<file path="config.mk">
export PLATFORM = sky130hd
export DESIGN_NAME = nport_sync_mem
export DESIGN_NICKNAME = d
export VERILOG_FILES = /design/src/rtl/nport_mem_pkg.sv /design/src/rtl/nport_rr_arbiter.sv /design/src/rtl/nport_sync_mem.sv
export SDC_FILE = /design/constraint.sdc
export NUM_CORES = 1
export LEC_CHECK = 0
export BUFFER_PORTS_ARGS = -buffer_cell sky130_fd_sc_hd__clkbuf_2
export CAP_MARGIN = 20
export CORE_MARGIN = 1
export CORE_UTILIZATION = 51
export CTS_CLUSTER_DIAMETER = 120
export CTS_CLUSTER_SIZE = 8
export DETAILED_ROUTE_END_ITERATION = 6
export MAX_ROUTING_LAYER = met4
export PLACE_DENSITY = 0.7
export SLEW_MARGIN = 20
export SYNTH_ARGS = -nofsm -noshare
export SYNTH_HDL_FRONTEND = slang
export SYNTH_SLANG_ARGS = --single-unit
</file>
<file path="constraint.sdc">
create_clock -name clk -period 6.9 [get_ports clk]
set_input_delay 2.07 -clock clk [delete_from_list [all_inputs] [get_ports clk]]
set_output_delay 2.07 -clock clk [all_outputs]
set_load 0.03 [all_outputs]
</file>
<file path="src/rtl/nport_mem_pkg.sv">
// Shared encodings and helpers for the N-port synchronous memory.
package nport_mem_pkg;

    localparam int ARB_FIXED = 0;
    localparam int ARB_RR    = 1;
    localparam int RDW_OLD   = 0;
    localparam int RDW_NEW   = 1;
    localparam int MAX_PORTS = 32;

    typedef enum logic {
        ST_INIT = 1'b0,
        ST_RUN  = 1'b1
    } state_e;

    // Request vectors are zero-extended to MAX_PORTS before counting.
    function automatic int unsigned popcount(input logic [MAX_PORTS-1:0] v);
        int unsigned n;
        n = 0;
        for (int i = 0; i < MAX_PORTS; i++) n += 32'(v[i]);
        return n;
    endfunction

endpackage

</file>
<file path="src/rtl/nport_rr_arbiter.sv">
// Single-winner write arbiter: fixed priority from port 0, or round-robin from rr_ptr.
module nport_rr_arbiter
    import nport_mem_pkg::*;
#(
    parameter int NPORTS = 3,
    parameter int IDX_W  = (NPORTS > 1) ? $clog2(NPORTS) : 1
) (
    input  logic              clk,
    input  logic              rst,
    input  logic [NPORTS-1:0] req,
    input  logic              mode,
    output logic [NPORTS-1:0] gnt_onehot,
    output logic [IDX_W-1:0]  gnt_idx,
    output logic              gnt_valid
);

    logic [IDX_W-1:0] rr_ptr_q, rr_ptr_d;

    // Both modes share one wrapping search; fixed priority simply starts at 0.
    always_comb begin
        int start;
        int idx;
        gnt_onehot = '0;
        gnt_idx    = '0;
        gnt_valid  = 1'b0;
        rr_ptr_d   = rr_ptr_q;
        start      = (mode == 1'b1) ? int'(rr_ptr_q) : 0;
        for (int k = 0; k < NPORTS; k++) begin
            idx = start + k;
            if (idx >= NPORTS) idx -= NPORTS;
            if (!gnt_valid && req[idx]) begin
                gnt_valid = 1'b1;
                gnt_idx   = IDX_W'(idx);
            end
        end
        if (gnt_valid) begin
            gnt_onehot[gnt_idx] = 1'b1;
            if (mode == 1'b1)
                rr_ptr_d = (int'(gnt_idx) == NPORTS - 1) ? '0 : gnt_idx + 1'b1;
        end
    end

    always_ff @(posedge clk) begin
        if (!rst) rr_ptr_q <= '0;
        else      rr_ptr_q <= rr_ptr_d;
    end

endmodule

</file>
<file path="src/rtl/nport_sync_mem.sv">
// N-port synchronous memory: one arbitrated write per cycle, registered reads,
// optional zeroing sweep after reset, saturating count of dropped writes.
module nport_sync_mem
    import nport_mem_pkg::*;
#(
    parameter int WIDTH          = 8,
    parameter int ADDR_W         = 4,
    parameter int NPORTS         = 3,
    parameter int ARB_MODE       = 0,
    parameter int RDW_MODE       = 0,
    parameter int CLEAR_ON_RESET = 1,
    parameter int CNT_W          = 8
) (
    input  logic                     clk,
    input  logic                     rst,
    input  logic [NPORTS-1:0]        we,
    input  logic [NPORTS*ADDR_W-1:0] addr,
    input  logic [NPORTS*WIDTH-1:0]  wdata,
    output logic [NPORTS*WIDTH-1:0]  rdata,
    output logic [NPORTS-1:0]        rvalid,
    output logic [NPORTS-1:0]        wgrant,
    output logic                     init_busy,
    output logic [CNT_W-1:0]         coll_cnt
);

    localparam int          DEPTH   = 2 ** ADDR_W;
    localparam int          IDX_W   = (NPORTS > 1) ? $clog2(NPORTS) : 1;
    localparam logic [31:0] CNT_MAX = 32'((64'd1 << CNT_W) - 64'd1);

    state_e                    state_q, state_d;
    logic [ADDR_W-1:0]         sweep_q, sweep_d;
    logic [NPORTS*WIDTH-1:0]   rdata_q, rdata_d;
    logic [NPORTS-1:0]         rvalid_q, rvalid_d;
    logic [NPORTS-1:0]         wgrant_q, wgrant_d;
    logic [CNT_W-1:0]          coll_cnt_q, coll_cnt_d;
    logic [WIDTH-1:0]          mem_q [DEPTH];

    logic [NPORTS-1:0]         req, gnt_onehot;
    logic [IDX_W-1:0]          gnt_idx;
    logic                      gnt_valid;
    logic [ADDR_W-1:0]         waddr_g;
    logic [WIDTH-1:0]          wdata_g;
    logic                      mem_we;
    logic [ADDR_W-1:0]         mem_waddr;
    logic [WIDTH-1:0]          mem_wdata;
    logic [31:0]               losers, cnt_sum;

    // Requests are masked during the sweep so the arbiter and rr_ptr stay idle.
    assign req = (state_q == ST_RUN) ? we : '0;

    nport_rr_arbiter #(.NPORTS(NPORTS), .IDX_W(IDX_W)) u_arb (
        .clk        (clk),
        .rst        (rst),
        .req        (req),
        .mode       ((ARB_MODE == ARB_RR) ? 1'b1 : 1'b0),
        .gnt_onehot (gnt_onehot),
        .gnt_idx    (gnt_idx),
        .gnt_valid  (gnt_valid)
    );

    assign waddr_g = addr[int'(gnt_idx)*ADDR_W +: ADDR_W];
    assign wdata_g = wdata[int'(gnt_idx)*WIDTH +: WIDTH];

    always_comb begin
        state_d   = state_q;
        sweep_d   = sweep_q;
        mem_we    = 1'b0;
        mem_waddr = waddr_g;
        mem_wdata = wdata_g;
        wgrant_d  = gnt_onehot;
        if (state_q == ST_INIT) begin
            mem_we    = 1'b1;
            mem_waddr = sweep_q;
            mem_wdata = '0;
            sweep_d   = sweep_q + 1'b1;
            if (sweep_q == ADDR_W'(DEPTH - 1)) state_d = ST_RUN;
        end else if (gnt_valid) begin
            mem_we = 1'b1;
        end
    end

    // New-data mode forwards the winning write to readers of the same address.
    always_comb begin
        rdata_d  = rdata_q;
        rvalid_d = '0;
        for (int i = 0; i < NPORTS; i++) begin
            if (state_q == ST_RUN && !we[i]) begin
                rvalid_d[i] = 1'b1;
                if (RDW_MODE == RDW_NEW && gnt_valid &&
                    addr[i*ADDR_W +: ADDR_W] == waddr_g)
                    rdata_d[i*WIDTH +: WIDTH] = wdata_g;
                else
                    rdata_d[i*WIDTH +: WIDTH] = mem_q[addr[i*ADDR_W +: ADDR_W]];
            end
        end
    end

    always_comb begin
        losers     = gnt_valid ? popcount(MAX_PORTS'(req)) - 32'd1 : 32'd0;
        cnt_sum    = 32'(coll_cnt_q) + losers;
        coll_cnt_d = (cnt_sum > CNT_MAX) ? CNT_MAX[CNT_W-1:0] : cnt_sum[CNT_W-1:0];
    end

    always_ff @(posedge clk) begin
        if (!rst) begin
            state_q    <= (CLEAR_ON_RESET != 0) ? ST_INIT : ST_RUN;
            sweep_q    <= '0;
            rdata_q    <= '0;
            rvalid_q   <= '0;
            wgrant_q   <= '0;
            coll_cnt_q <= '0;
        end else begin
            state_q    <= state_d;
            sweep_q    <= sweep_d;
            rdata_q    <= rdata_d;
            rvalid_q   <= rvalid_d;
            wgrant_q   <= wgrant_d;
            coll_cnt_q <= coll_cnt_d;
        end
    end

    // Array is not reset; a write in a reset cycle is discarded.
    always_ff @(posedge clk) begin
        if (rst && mem_we) mem_q[mem_waddr] <= mem_wdata;
    end

    assign rdata     = rdata_q;
    assign rvalid    = rvalid_q;
    assign wgrant    = wgrant_q;
    assign init_busy = (state_q == ST_INIT);
    assign coll_cnt  = coll_cnt_q;

endmodule

</file>
==> flow_metrics.py, run 1 <==
metrics = {
    "outcome": {
        "status": "complete, no violations",
    },
    "sta": {
        "setup_viol": 0,
        "fin_setup_tns_ps": 0,
        "fin_crit_sh_pct": 79.10,
        "timing.fmax_ghz": 0.1832,
        "rsz0062_at_grt": "no",
        "worst_pin_slew_ps": 1097,
        "slew_headroom_pct": 26.89,
        "report.final.slew_viol_count": 0,
        "hold_ws_ps": 472.4,
        "min_period_ps": 5458,
        "layout_setup_ws_ps": 1442,
        "finalHoldViolCount": 0,
        "clock_skew_ps": 13.05,
    },
    "worst_setup_path": {
        "crit_buf_inv": 5,
        "path_class": "input pin to flop",
        "startpoint_type": "input pin",
        "arrival_ps": 5760,
        "critPathCaptureType": "flop",
        "crit_path_start": "we[0]",
        "crit_chain": "clkbuf_2 -> nand2_1 -> ha_1 -> inv_1 -> ha_1 -> inv_1 -> ha_1 -> nor2_1 -> inv_1 -> fa_1 -> and3b_1 -> a311oi_2 -> o21ai_1 -> a211oi_1 -> or2_2 -> ha_1 -> nor4_1 -> nand4_1 -> inv_1 -> a21oi_1",
        "cp_top_family": "adder cells",
        "r2r_start": "state_q$_SDFF_PN0_",
        "cp.required_ps": 7200,
        "slowest_delay_ps": 430,
        "critPathSlowestCell": "fa_1",
        "crit_fanout": 12,
    },
    "power": {
        "peakVddDrop_v": 0.0001778,
        "switching_share_pct": 22.96,
        "finalPower_mw": 2.243,
        "power_frac_comb_pct": 9.1,
        "p_per_area_nw_per_um2": 217.7,
        "pwr-share-clk_pct": 41.3,
        "power_frac_seq_pct": 49.6,
        "netSwitchingPower_mw": 0.5149,
        "p_int_mw": 1.728,
        "leakage_nw": 3.577,
    },
    "clocking": {
        "root_buffer": "clkbuf_16",
        "worstSkewPairLatency_ps": 430,
        "clock-sinks": 171,
        "htree_levels": 4,
        "cts-buffers-inserted": 17,
        "cts_resized": 0,
        "cts_tree": "built",
        "clkTransAtPathRegs_ps": 60,
        "cts.path.max_buffers": 2,
        "postCtsHoldBufs": 0,
        "cts_setup_buffers": 0,
    },
    "drt": {
        "ant_nets": 0,
        "wl_per_cell_microns": 25.87,
        "wl_met1_microns": 9259,
        "drt-pass1-iter-count": 5,
        "wl_met2_microns": 11490,
        "vias_per_cell": 6.786,
        "met3_length_microns": 2464,
        "vias": 6216,
        "wirelength_microns": 23700,
        "route.detailed.drc": 0,
        "dr.first_iter.drc_count": 738,
        "routed.top_layer": "met4",
    },
    "yosys": {
        "synth_area_sq_um": 9148,
        "yosysWarnings": 0,
        "async_flop_share_pct": 0,
        "synth_edf_count": 128,
        "netlist_instances": 626,
        "ys_ff_latch": 171,
        "yosys.area_share.simple_pct": 7.072,
        "synth_ff_type": "edfxtp_1",
        "synth_nets": 686,
        "synthMuxAreaShare_pct": 23.75,
        "synth_compound_area_share_pct": 10.50,
        "synth-seq-area-share_pct": 51.43,
        "synth_fa_ha_area_share_pct": 2.804,
        "ys_types": 54,
        "avgSynthCellArea_sq_um": 14.61,
        "synthXorXnorAreaFrac_pct": 1.053,
        "synth_top_family_by_area": "multiplexers",
    },
    "place": {
        "place.gp.congestion": 0.9266,
        "hpwl_microns": 16670,
        "post-place-ws_ps": 1076,
        "placed_area_sq_um": 9654,
        "io_buffers": 79,
    },
    "floorplan": {
        "num_rows": 48,
        "start_util_pct": 52.52,
        "die_w_microns": 135.9,
        "io_pins": 80,
        "dieArea_sq_um": 18480,
        "core_sq_um": 17420,
        "die_h_microns": 135.9,
    },
    "global_route": {
        "grt_overflow": 0,
        "grt_pass1_wl_microns": 36730,
        "grt_pass1_vias": 6185,
        "grt_start_max_net_pins": 34,
        "antenna_found_initial": 0,
        "gr-usage-all-layers_pct": 28.48,
    },
    "final_layout": {
        "area_delta_synth_final_pct": 12.63,
        "diodes": 0,
        "drive_gt1_share_pct": 33.14,
        "fin_nets": 738,
        "finalInstanceArea_sq_um": 10300,
        "nFillCells": 1310,
    },
    "hold_path": {
        "hold_path_class": "flop to flop",
        "hold_start": "rdata[2]$_SDFFE_PN0P_",
    },
    "job": {
        "drv_cap": 0,
    },
}
[cell type report]
type	count	area (sq um)	area share, %
Sequential cell	171	4705	45.66
Tap cell	225	281.5	2.733
Clock buffer	23	520.5	5.052
Multi-Input combinational cell	391	4250	41.26
Timing Repair Buffer	85	440.4	4.275
Inverter	12	45.04	0.4372
Clock inverter	9	60.06	0.5829
[synth_stat cells (all sizes together) (5+ instances only)]
master / instances / share of area (%)
o22ai: 16 / 1.1
edfxtp: 128 / 42
nand2: 38 / 1.6
a221oi: 26 / 2.5
inv: 11 / 0.45
buf: 29 / 2.0
nor2: 38 / 1.6
nand3: 18 / 0.98
a22o: 24 / 2.3
o21ai: 18 / 0.98
a21oi: 17 / 0.93
clkbuf: 23 / 0.94
xnor2: 6 / 0.57
a311oi: 10 / 1.0
nor2b: 15 / 1.0
ha: 18 / 2.5
dfxtp: 43 / 9.4
mux4: 96 / 24
xor2: 5 / 0.48
[cells in the final DEF, fill, tap and decap left out, drive strengths merged, types with 2 or more instances in the layout]
cell and count:
dfxtp 43, nand4 2, mux4 96, a31o 2, nand3 18, nor3 3, clkinv 10, nor2 38
xnor2 6, a21oi 17, inv 11, or2 2, buf 6, nand3b 4, o22ai 16, and2 4
xor2 5, nand2 38, o311a 2, nand2b 3, a311oi 10, a221oi 26, a31oi 3, a21o 4
edfxtp 128, a22o 24, clkbuf 102, ha 18, nor2b 15, o21ai 18
[worst reg2reg max path, stage by stage (launching register included)]
cell and delay, ps:
dfxtp_1 870, nand2_1 170, ha_1 330, inv_1 60, ha_1 130, inv_1 40, ha_1 260, nor2_1 140
inv_1 80, fa_1 430, and3b_1 240, a311oi_2 60, o21ai_1 230, a211oi_1 100, or2_2 300, ha_1 180
nor4_1 290, nand4_1 170, inv_1 210, a21oi_1 100
[routing by layer]
metal / global-route usage, % / vias up
li1: - / 2679
met5: - / -
met1: 36.69 / 3094
met4: 8.272 / 0
met3: 7.942 / 43
met2: 44.22 / 400
[metrics by stage]
stage | cells | util, %
floorplan | 626 | -
global placement | 884 | 55.43
detailed placement | 884 | 55.43
CTS | 916 | 58.76
global route | 916 | 59.15
finish | 916 | 59.15
[flip-flops by register name, summed over array words and instances (netlist names)]
register  count
coll_cnt      8
mem_q       128
rdata        24
rvalid        3
state_q       1
sweep_q       4
wgrant        3
[path summary, 6_finish.rpt]
path | endpoint | slack, ps | cells after the start
hold reg to reg | rdata[2]$_SDFFE_PN0P_ | 470 | 2
hold / removal | rdata[2]$_SDFFE_PN0P_ | 470 | 2
setup / recovery | coll_cnt[1]$_SDFF_PN0_ | 1440 | 20
setup reg to reg | coll_cnt[1]$_SDFF_PN0_ | 2380 | 19
[power by group through the flow]
stage | logic [mW] | registers (mW) | clock network (mW)
finish | 0.204 | 1.11 | 0.927
CTS | 0.201 | 1.11 | 0.935
floorplan | 0.146 | 1.13 | 0
detailed placement | 0.200 | 1.13 | 0
global route | 0.215 | 1.11 | 0.975
global placement | 0.197 | 1.13 | 0
[cells by family (layout without fill, tap and decap cells)]
| group | Yosys count | in the layout |
|---|---|---|
| AO/OA/AOI/OAI | 129 | 129 |
| XOR/XNOR | 11 | 11 |
| adder cells (fa/ha/maj) | 20 | 20 |
| buffers and inverters | 64 | 129 |
| flip-flops | 171 | 171 |
| multiplexers | 97 | 97 |
| AND/OR/NAND/NOR | 134 | 134 |
Power figures use the tool's default switching activity.
==> inputs of run 2 (changes only) <==
- ABC_AREA: unset -> 1
- clock period: 6.9 -> 5.16 ns (I/O delays scaled with it)
==> flow_metrics.py, run 2 <==
metrics = {
    "global_route": {
        "grt_pass1_wl_microns": 48390,
        "antenna_found_initial": 0,
        "grt_overflow": 0,
        "grt_start_max_net_pins": 73,
        "gr-usage-all-layers_pct": 33.09,
        "grt_pass1_vias": 8750,
    },
    "worst_setup_path": {
        "path_class": "input pin to flop",
        "worstRegToRegCells": 24,
        "slowest_delay_ps": 320,
        "critPathCaptureType": "flop",
        "arrival_ps": 4950,
        "cp.required_ps": 5500,
        "crit_buf_inv": 6,
        "cp_top_family": "simple AND/OR/NAND/NOR gates",
        "critPathSlowestCell": "ha_1",
        "crit_fanout": 6,
        "crit_top_cell": "ha_1",
        "r2r_start": "state_q$_SDFF_PN0_",
        "regToRegEndpoint": "coll_cnt[6]$_SDFF_PN0_",
        "reg2reg_slack_ps": 1260,
        "startpoint_type": "input pin",
    },
    "final_layout": {
        "largest_reg_flops": 128,
        "instances_no_fill": 1529,
        "final_cell_mix": "nor2_1 (238), o21ai_0 (160), nand2_1 (156)",
        "diodes": 0,
        "regMostFlops": "mem_q",
        "layout_commonest_cell": "nor2_1",
        "area_delta_synth_final_pct": 11.14,
        "fin_nets": 1316,
        "drive_gt1_share_pct": 13.40,
    },
    "sta": {
        "report.final.slew_viol_count": 0,
        "clock_skew_ps": 10.19,
        "slew_headroom_pct": 27.53,
        "fin_setup_tns_ps": 0,
        "setup_viol": 0,
        "layout_setup_ws_ps": 550.3,
        "hold_ws_ps": 516.7,
        "min_period_ps": 4610,
        "finalHoldViolCount": 0,
        "worst_pin_slew_ps": 1083,
        "rsz0062_at_grt": "no",
        "fin_crit_sh_pct": 89.34,
        "timing.fmax_ghz": 0.2169,
    },
    "power": {
        "finalPower_mw": 3.058,
        "p_per_area_nw_per_um2": 275.2,
        "peakVddDrop_v": 0.0002712,
        "leakage_nw": 4.606,
    },
    "floorplan": {
        "die_h_microns": 142,
        "die_w_microns": 142,
        "core_sq_um": 18960,
        "start_util_pct": 52.73,
        "num_rows": 50,
        "dieArea_sq_um": 20160,
        "io_pins": 80,
    },
    "clocking": {
        "cts_tree": "built",
        "root_buffer": "clkbuf_16",
        "clock-sinks": 171,
        "htree_levels": 4,
        "cts_setup_buffers": 0,
        "postCtsHoldBufs": 0,
        "worstSkewPairLatency_ps": 440,
        "cts_resized": 0,
        "cts.path.max_buffers": 2,
        "cts-buffers-inserted": 17,
        "clkTransAtPathRegs_ps": 70,
    },
    "yosys": {
        "synth-seq-area-share_pct": 47.06,
        "synth_nets": 1281,
        "netlist_instances": 1221,
        "yosysTopAreaCell": "edfxtp_1",
        "yosysWarnings": 0,
        "synth_area_sq_um": 9996,
        "synth_edf_count": 128,
        "synthTopCellsByCount": "nor2_1 (238), o21ai_0 (160), nand2_1 (156)",
        "synth_top_area_share_pct": 38.45,
        "async_flop_share_pct": 0,
        "yosysMostFrequentCell": "nor2_1",
        "ys_ff_latch": 171,
        "ys_types": 45,
        "avgSynthCellArea_sq_um": 8.187,
        "synth_ff_type": "edfxtp_1",
        "synth_area_leaders": "edfxtp_1 (38%), nor2_1 (8.9%), dfxtp_1 (8.6%)",
    },
    "place": {
        "hpwl_microns": 19570,
        "place_inst": 1497,
        "place.gp.congestion": 0.8897,
        "io_buffers": 79,
        "post-place-ws_ps": 122.5,
    },
    "drt": {
        "wl_per_cell_microns": 20.62,
        "drt-pass1-iter-count": 7,
        "route.detailed.drc": 0,
        "ant_nets": 0,
        "vias_per_cell": 6.221,
        "vias": 9512,
        "wirelength_microns": 31520,
        "dr.first_iter.drc_count": 1150,
    },
    "outcome": {
        "status": "complete, no violations",
    },
    "job": {
        "drv_cap": 0,
    },
    "hold_path": {
        "hold_depth": 2,
        "min_to": "state_q$_SDFF_PN0_",
        "hold_start": "sweep_q[3]$_SDFFE_PN0N_",
        "hold_path_class": "flop to flop",
    },
}
## run 2: cell count changes after synthesis, moves of 17 or more
cell,delta
nand2_1,+118
a22o_1,-24
a221oi_1,-26
a21oi_1,+39
inv_1,+62
mux4_2,-96
nor2_1,+202
clkbuf_1,+32
nand3_1,+57
o21ai_0,+148
buf_2,+17
o221ai_1,+56
o21bai_1,+46
## run 2: area by class of cell
type	instances	area (sq um)
flip-flops and latches	171	4705
fillers	1696	7846
repair buffers	108	613.1
multi-input cells	878	4593
inverters	80	301.5
clock buffers	21	483.0
well taps	260	325.3
clock inverters	11	88.84
## run 2: metrics by stage
stage | utilization, % | cell area [sq um]
2_1_floorplan | - | 9996
3_3_place_gp | 55.59 | 10540
3_5_place_dp | 55.59 | 10540
4_1_cts | 58.61 | 11110
5_1_grt | 58.61 | 11110
6_report | 58.61 | 11110
## run 2: worst max path at each step
stage | from | endpoint | slack [ps] | depth (start not counted)
final | we[2] | coll_cnt[6]$_SDFF_PN0_ | 550 | 25
after floorplan | we[0] | coll_cnt[6]$_SDFF_PN0_ | 580 | 25
after global placement | we[2] | coll_cnt[4]$_SDFF_PN0_ | 210 | 25
after global routing | we[2] | coll_cnt[6]$_SDFF_PN0_ | 130 | 25
after CTS | we[2] | coll_cnt[6]$_SDFF_PN0_ | 560 | 25
after detailed placement | we[2] | coll_cnt[6]$_SDFF_PN0_ | 120 | 25
## run 2: logic make-up (layout without fill, tap and decap cells)
group | count (synthesis) | count (layout) | synth area share (%)
and+or+nand+nor | 500 | 500 | 21.09
AOI/OAI and AO/OA | 357 | 357 | 21.98
buffers and inverters | 172 | 220 | 7.235
DFF | 171 | 171 | 47.06
adders and majority gates | 19 | 19 | 2.453
xor gates and xnor gates | 2 | 2 | 0.1753
## run 2: report_power, final
group          switching, mW  internal [mW]
logic                  0.228         0.0955
registers            0.00734           1.48
clock network          0.535          0.717
## run 2: per-layer routing
layer,vias up,part of all wire [%],track usage [%]
met5,-,0,-
met4,0,5.0,17.88
met3,128,12,6.629
met2,691,45,49.87
met1,4351,38,41.97
li1,4342,-,-
## run 2: worst min-delay path, cell delays in order, from the launching register on
cell,delay [ps]
dfxtp_1,340
nand3_1,80
a21oi_1,60
